`src/rtl/pes_seqgen_if.sv`:
```
// Bundles the pes_seqgen request inputs and serial outputs.
// The master side drives requests and the slave side (the transmitter) drives the line.
interface pes_seqgen_if #(
   parameter int PAT_W = 5,
   parameter int CNT_W = 4,
   parameter int GAP_W = 4
) ();
   logic             start;
   logic [PAT_W-1:0] pattern_in;
   logic [CNT_W-1:0] repeat_cnt;
   logic [GAP_W-1:0] gap_len;
   logic             sequence_out;
   logic             valid_out;
   logic             busy;
   logic             done;

   modport master (
      output start, pattern_in, repeat_cnt, gap_len,
      input  sequence_out, valid_out, busy, done
   );

   modport slave (
      input  start, pattern_in, repeat_cnt, gap_len,
      output sequence_out, valid_out, busy, done
   );
endinterface

```
`src/rtl/pes_seqgen.sv`:
```
// Serial pattern transmitter: sends a latched pattern MSB-first, repeated with optional gaps.
// Define SEQGEN_PARITY_EN to append an even-parity bit after every frame.
module pes_seqgen #(
   parameter int PAT_W = 5,
   parameter int CNT_W = 4,
   parameter int GAP_W = 4
) (
   input  logic        clock,
   input  logic        reset,
   pes_seqgen_if.slave bus
);
   localparam int BCW = $clog2(PAT_W);

`ifdef SEQGEN_PARITY_EN
   typedef enum logic [2:0] {IDLE, SHIFT, PARITY, GAP, DONE} state_t;
`else
   typedef enum logic [2:0] {IDLE, SHIFT, GAP, DONE} state_t;
`endif

   state_t           state_q, state_d;
   logic [PAT_W-1:0] pat_q, pat_d;
   logic [PAT_W-1:0] shreg_q, shreg_d;
   logic [BCW-1:0]   bit_cnt_q, bit_cnt_d;
   logic [CNT_W-1:0] rep_q, rep_d;
   logic [GAP_W-1:0] gap_len_q, gap_len_d;
   logic [GAP_W-1:0] gap_q, gap_d;
   logic             seq_q, seq_d;
   logic             valid_q, valid_d;
   logic             busy_q, busy_d;
   logic             done_q, done_d;
   logic             frame_end;

   always_comb begin
      // NOTE: every variable written here gets a default first, so no path can infer a latch.
      state_d   = state_q;
      pat_d     = pat_q;
      shreg_d   = shreg_q;
      bit_cnt_d = bit_cnt_q;
      rep_d     = rep_q;
      gap_len_d = gap_len_q;
      gap_d     = gap_q;
      frame_end = 1'b0;
      seq_d     = 1'b0;
      valid_d   = 1'b0;
      busy_d    = 1'b0;
      done_d    = 1'b0;

      unique case (state_q)
         IDLE: begin
            if (bus.start) begin
               pat_d     = bus.pattern_in;
               rep_d     = bus.repeat_cnt;
               gap_len_d = bus.gap_len;
               shreg_d   = bus.pattern_in;
               bit_cnt_d = '0;
               state_d   = SHIFT;
            end
         end
         SHIFT: begin
            shreg_d   = shreg_q << 1;
            bit_cnt_d = bit_cnt_q + BCW'(1);
            if (bit_cnt_q == BCW'(PAT_W - 1)) begin
`ifdef SEQGEN_PARITY_EN
               state_d = PARITY;
`else
               frame_end = 1'b1;
`endif
            end
         end
`ifdef SEQGEN_PARITY_EN
         PARITY: frame_end = 1'b1;
`endif
         GAP: begin
            if (gap_q == GAP_W'(1)) begin
               state_d   = SHIFT;
               shreg_d   = pat_q;
               bit_cnt_d = '0;
            end else begin
               gap_d = gap_q - GAP_W'(1);
            end
         end
         DONE:    state_d = IDLE;
         default: state_d = IDLE;
      endcase

      // Frame boundary: the repeat counter reading 0 marks the final frame, so all-ones never wraps.
      if (frame_end) begin
         if (rep_q == '0) begin
            state_d = DONE;
         end else begin
            rep_d = rep_q - CNT_W'(1);
            if (gap_len_q != '0) begin
               state_d = GAP;
               gap_d   = gap_len_q;
            end else begin
               state_d   = SHIFT;
               shreg_d   = pat_q;
               bit_cnt_d = '0;
            end
         end
      end

      // Port values are derived from the next state and registered below.
      case (state_d)
         SHIFT: begin
            seq_d   = shreg_d[PAT_W-1];
            valid_d = 1'b1;
            busy_d  = 1'b1;
         end
`ifdef SEQGEN_PARITY_EN
         PARITY: begin
            seq_d   = ^pat_d;
            valid_d = 1'b1;
            busy_d  = 1'b1;
         end
`endif
         GAP:     busy_d = 1'b1;
         DONE:    done_d = 1'b1;
         default: ;
      endcase
   end

   // NOTE: sequential state uses non-blocking assignments so every flop samples pre-edge values.
   always_ff @(posedge clock or posedge reset) begin
      if (reset) begin
         state_q   <= IDLE;
         pat_q     <= '0;
         shreg_q   <= '0;
         bit_cnt_q <= '0;
         rep_q     <= '0;
         gap_len_q <= '0;
         gap_q     <= '0;
         seq_q     <= 1'b0;
         valid_q   <= 1'b0;
         busy_q    <= 1'b0;
         done_q    <= 1'b0;
      end else begin
         state_q   <= state_d;
         pat_q     <= pat_d;
         shreg_q   <= shreg_d;
         bit_cnt_q <= bit_cnt_d;
         rep_q     <= rep_d;
         gap_len_q <= gap_len_d;
         gap_q     <= gap_d;
         seq_q     <= seq_d;
         valid_q   <= valid_d;
         busy_q    <= busy_d;
         done_q    <= done_d;
      end
   end

   assign bus.sequence_out = seq_q;
   assign bus.valid_out    = valid_q;
   assign bus.busy         = busy_q;
   assign bus.done         = done_q;
endmodule
```
`src/flat_wrapper.sv`:
```
// flat-port wrapper written by rule: the top's interface ports become plain ports
module pes_seqgen_flat 
#(
   parameter int PAT_W = 5,
   parameter int CNT_W = 4,
   parameter int GAP_W = 4
)
  (clock, reset, bus_start, bus_pattern_in, bus_repeat_cnt, bus_gap_len, bus_sequence_out, bus_valid_out, bus_busy, bus_done);
  pes_seqgen_if #(.PAT_W(PAT_W), .CNT_W(CNT_W), .GAP_W(GAP_W)) bus_i ();
  input  logic clock;
  input  logic reset;
  input wire logic [$bits(bus_i.start)-1:0] bus_start;
  input wire logic [$bits(bus_i.pattern_in)-1:0] bus_pattern_in;
  input wire logic [$bits(bus_i.repeat_cnt)-1:0] bus_repeat_cnt;
  input wire logic [$bits(bus_i.gap_len)-1:0] bus_gap_len;
  output wire logic [$bits(bus_i.sequence_out)-1:0] bus_sequence_out;
  output wire logic [$bits(bus_i.valid_out)-1:0] bus_valid_out;
  output wire logic [$bits(bus_i.busy)-1:0] bus_busy;
  output wire logic [$bits(bus_i.done)-1:0] bus_done;
  assign bus_i.start = bus_start;
  assign bus_i.pattern_in = bus_pattern_in;
  assign bus_i.repeat_cnt = bus_repeat_cnt;
  assign bus_i.gap_len = bus_gap_len;
  assign bus_sequence_out = bus_i.sequence_out;
  assign bus_valid_out = bus_i.valid_out;
  assign bus_busy = bus_i.busy;
  assign bus_done = bus_i.done;
  pes_seqgen #(.PAT_W(PAT_W), .CNT_W(CNT_W), .GAP_W(GAP_W)) u_core (.clock(clock), .reset(reset), .bus(bus_i));
endmodule
```
`config.mk`:
```
export PLATFORM = sky130hd
export DESIGN_NAME = pes_seqgen_flat
export DESIGN_NICKNAME = d
export VERILOG_FILES = /design/src/rtl/pes_seqgen_if.sv /design/src/rtl/pes_seqgen.sv /design/src/flat_wrapper.sv
export SDC_FILE = /design/constraint.sdc
export NUM_CORES = 1
export LEC_CHECK = 0
export CAP_MARGIN = 20
export CORE_MARGIN = 2
export CORE_UTILIZATION = 54
export DETAILED_ROUTE_END_ITERATION = 6
export PLACE_DENSITY = 0.78
export SYNTH_ARGS = -nofsm -noshare
export SYNTH_HDL_FRONTEND = slang
export SYNTH_SLANG_ARGS = --single-unit
export TNS_END_PERCENT = 10
```
`constraint.sdc`:
```
create_clock -name clock -period 2.4 [get_ports clock]
set_input_delay 0.6 -clock clock [delete_from_list [all_inputs] [get_ports clock]]
set_output_delay 0.6 -clock clock [all_outputs]
set_load 0.1 [all_outputs]
```
==> metrics.md <==
| Metric | Value |
|---|---|
| Ys Warns | `0` |
| DP HPWL | `approximately 2300 um` |
| Peak Freq | `0.4885 GHz` |
| Clk sink count | `32` |
| Failing checks | `design-rule violations` |
| Total grt overflow | `0` |
| Vias in the first global route | `~1200` |
| Adder-Cell Fraction of Synth Area | `about 3.8%` |
| Prevailing post-synth register cell | `dfrtp_1` |
| FF+latch count, synth | `32` |
| Post-layout util | `68.29%` |
| Via/cell ratio | `5.730` |
| Worst-Margin Slew | `roughly 520 ps` |
| DR pass1 iterations | `6` |
| CP endpoint kind | `flip-flop` |
| Synth Net Count | `between 150 and 200` |
| Die Area | `between 3000 and 4000 um2` |
| Std cell rows | `19` |
| Worst-path fanout max | `9` |
| Clk_lat worst skew | `~330 ps` |
| CTS Buf Count | `5` |
| CTS Buffer Depth | `2` |
| Die height | `58.89 um` |
| Min cycle time layout | `slightly above 2000 ps` |
| Vias | `~1100` |
| Final period util | `85.29%` |
| Setup tns final | `0 ps` |
| Initial DRC Count | `39` |
| Largest net degree at the start of global routing | `33` |
| H-tree depth | `2` |
| DRC | `1` |
| Sw Pwr | `~470 uW` |
| Slew Limit Headroom | `between 60% and 70%` |
| Syn-to-layout area delta | `17.77%` |
| Post-cts resize count | `0` |
| Ports | `20` |
| Clock slew at reported path FFs | `approximately 90 ps` |
| Combinational share of power | `about a quarter` |
| Diode count | `0` |
| Routed Antenna Nets | `0` |
| RSZ-0062 raised after global routing | `no` |
| Worst setup path category | `flip-flop to flip-flop` |
| Routed length per placed instance | `15.16 um` |
| Max cap viols | `0` |
| Final Max Slew Viols | `0` |
| Wire length of the first global-routing pass | `around 5300 um` |
| Nets | `189` |
| Worst vdd ir | `between 0.4 and 0.5 mV` |
| Switching Share | `between 30% and 40%` |
| PwrDens | `about 760 nW/um2` |
| Mux contribution to synthesized area | `6.846%` |
| Initial antenna violation count | `0` |
| Share of layout cells above drive strength 1 | `about 22%` |
| All-Layer GR Usage | `20.71%` |
| Syn avg cell area | `11.45 um2` |
| Compound-cell area share of the yosys netlist | `14.92%` |
| Post-Syn Area | `roughly 1600 um2` |
| Number of enable flip-flop cells after synthesis | `0` |
| Die Wd | `58.89 um` |
| Ys async rst share | `100.0%` |
| Skew final | `between 6 and 7 ps` |
| CP Data Required Time | `~2700 ps` |
| Result of the run | `complete, but fails checks` |
| Total wire length | `about 3000 um` |
| Root buffer cell | `clkbuf_4` |
| Largest family of logic cells by synthesized area | `simple AND/OR/NAND/NOR gates` |
| Leak | `0.8373 nW` |
| Initial core utilization | `slightly below 60%` |
| Netlist cell types | `46` |
| Clock network power share | `21.6%` |
| Crit start category | `flip-flop` |
| Final Hold Viols | `0` |
| CP arrival | `2300 ps` |
| IO buf count | `19` |
| Xor and xnor area share after synthesis | `under 10%` |
| # setup viols final | `0` |
| Internal cell power | `about 990 uW` |
| Part of the power in registers | `~53%` |
| Simple-gate portion of the synthesized area | `about a fifth` |
| Register area share after synthesis | `between 40% and 50%` |
| Cts hold-fix bufs | `0` |
| CTS tree | `done` |
| GP Congestion | `between 0.7 and 0.8` |
| Cells after Synth | `142` |
| Postcts setup bufs | `0` |
| Core Region | `roughly 2800 um2` |
| Hold crit path type | `flip-flop to flip-flop` |
per-stage QoR:
step                std cells  instance area (um2)  power, mW  worst slack (ps)  hold slack [ps]
finish                    200                 1916      1.456             353.1            493.2
global route              200                 1916      1.552             211.3            532.9
CTS                       200                 1916      1.470             345.7            504.0
detailed placement        192                 1857      1.154             153.6            482.4
global placement          192                 1857      1.130             255.5            461.9
floorplan                 142                 1627      1.045             585.3            444.7
metal layers:
metal,track usage [%],share of wire (%),vias to the layer above
li1,-,-,563
met3,6.813,3.9,7
met2,34.92,52,18
met4,9.416,1.5,0
met5,0,0,-
met1,23.81,43,558
worst max-delay path, cell delays in order, from the launching register on:
cell	delay [ps]
dfrtp_1	550
or3b_4	480
nor4b_4	550
a21o_4	190
nand2_2	70
a21boi_1	140
state kept, by name, summed over array words and instances (netlist names):
| signal | cells |
|---|---|
| u_core.bit_cnt_q | 3 |
| u_core.shreg_q | 5 |
| u_core.gap_len_q | 4 |
| u_core.pat_q | 5 |
| u_core.bus.done | 1 |
| u_core.bus.valid_out | 1 |
| u_core.bus.busy | 1 |
| u_core.state_q | 3 |
| u_core.rep_q | 4 |
| u_core.bus.sequence_out | 1 |
| u_core.gap_q | 4 |
power by group through the flow:
stage	Combinational (mW)	Clock (mW)	Sequential [mW]
global placement	0.364	0	0.766
finish	0.378	0.314	0.764
global route	0.424	0.348	0.780
floorplan	0.266	0	0.779
detailed placement	0.378	0	0.776
CTS	0.380	0.326	0.764
cells in the mapped netlist, types with 3 or more instances:
cell type   n  area (um2)
ha_1        5       62.56
nor3b_2     3       37.54
inv_1       9       33.78
mux2_2      9       101.4
xnor2_1     3       26.28
a222oi_1    4       40.04
dfrtp_1    32       800.8
o21ai_0    10       50.05
nor2_1      9       33.78
a21oi_1     4       20.02
nand2_1    12       45.04
path summary, 6_finish.rpt:
check | start | end | slack [ps] | cells past startpoint
setup / recovery | u_core.state_q[0]$_DFF_PP0_ | u_core.bus.sequence_out$_DFF_PP0_ | 350 | 5
min in group asynchronous | reset | u_core.pat_q[0]$_DFFE_PP0P_ | 640 | 3
hold reg to reg | u_core.pat_q[2]$_DFFE_PP0P_ | u_core.shreg_q[2]$_DFF_PP0_ | 490 | 2
max in group asynchronous | reset | u_core.gap_q[1]$_DFF_PP0_ | 1460 | 3
hold / removal | u_core.pat_q[2]$_DFFE_PP0P_ | u_core.shreg_q[2]$_DFF_PP0_ | 490 | 2
setup reg to reg | u_core.state_q[0]$_DFF_PP0_ | u_core.bus.sequence_out$_DFF_PP0_ | 350 | 5
placed cells by master (no fill, tap or decap), drive strengths merged, types with 2 or more instances in the layout:
cell type       n
or3b            2
inv             9
o21ai          10
nor2            9
clkdlybuf4s50  15
a221o           2
and2            2
clkbuf          8
nor3            3
ha              5
mux2            9
buf             8
dfrtp          32
a22oi           2
a21oi           4
o31ai           2
xnor2           3
nor4b           2
a21o            3
nor3b           4
nand2          13
nor4            3
a211oi          2
a222oi          4
cell families after synthesis:
| family | after synthesis |
|---|---|
| AND/OR/NAND/NOR | 44 |
| flip-flops | 32 |
| adder cells (fa/ha/maj) | 5 |
| other | 1 |
| AO/OA/AOI/OAI | 33 |
| XOR/XNOR | 4 |
| multiplexers | 10 |
| buffers and inverters | 13 |
cell type report:
cell class / instances / area, um2
clock buffers: 8 / 58.81
fillers: 219 / 889.6
inverters: 9 / 33.78
multi-input cells: 97 / 773.2
flip-flops and latches: 32 / 800.8
well taps: 31 / 38.79
repair buffers: 23 / 210.2
No activity file was read; power rests on OpenSTA's default activity.
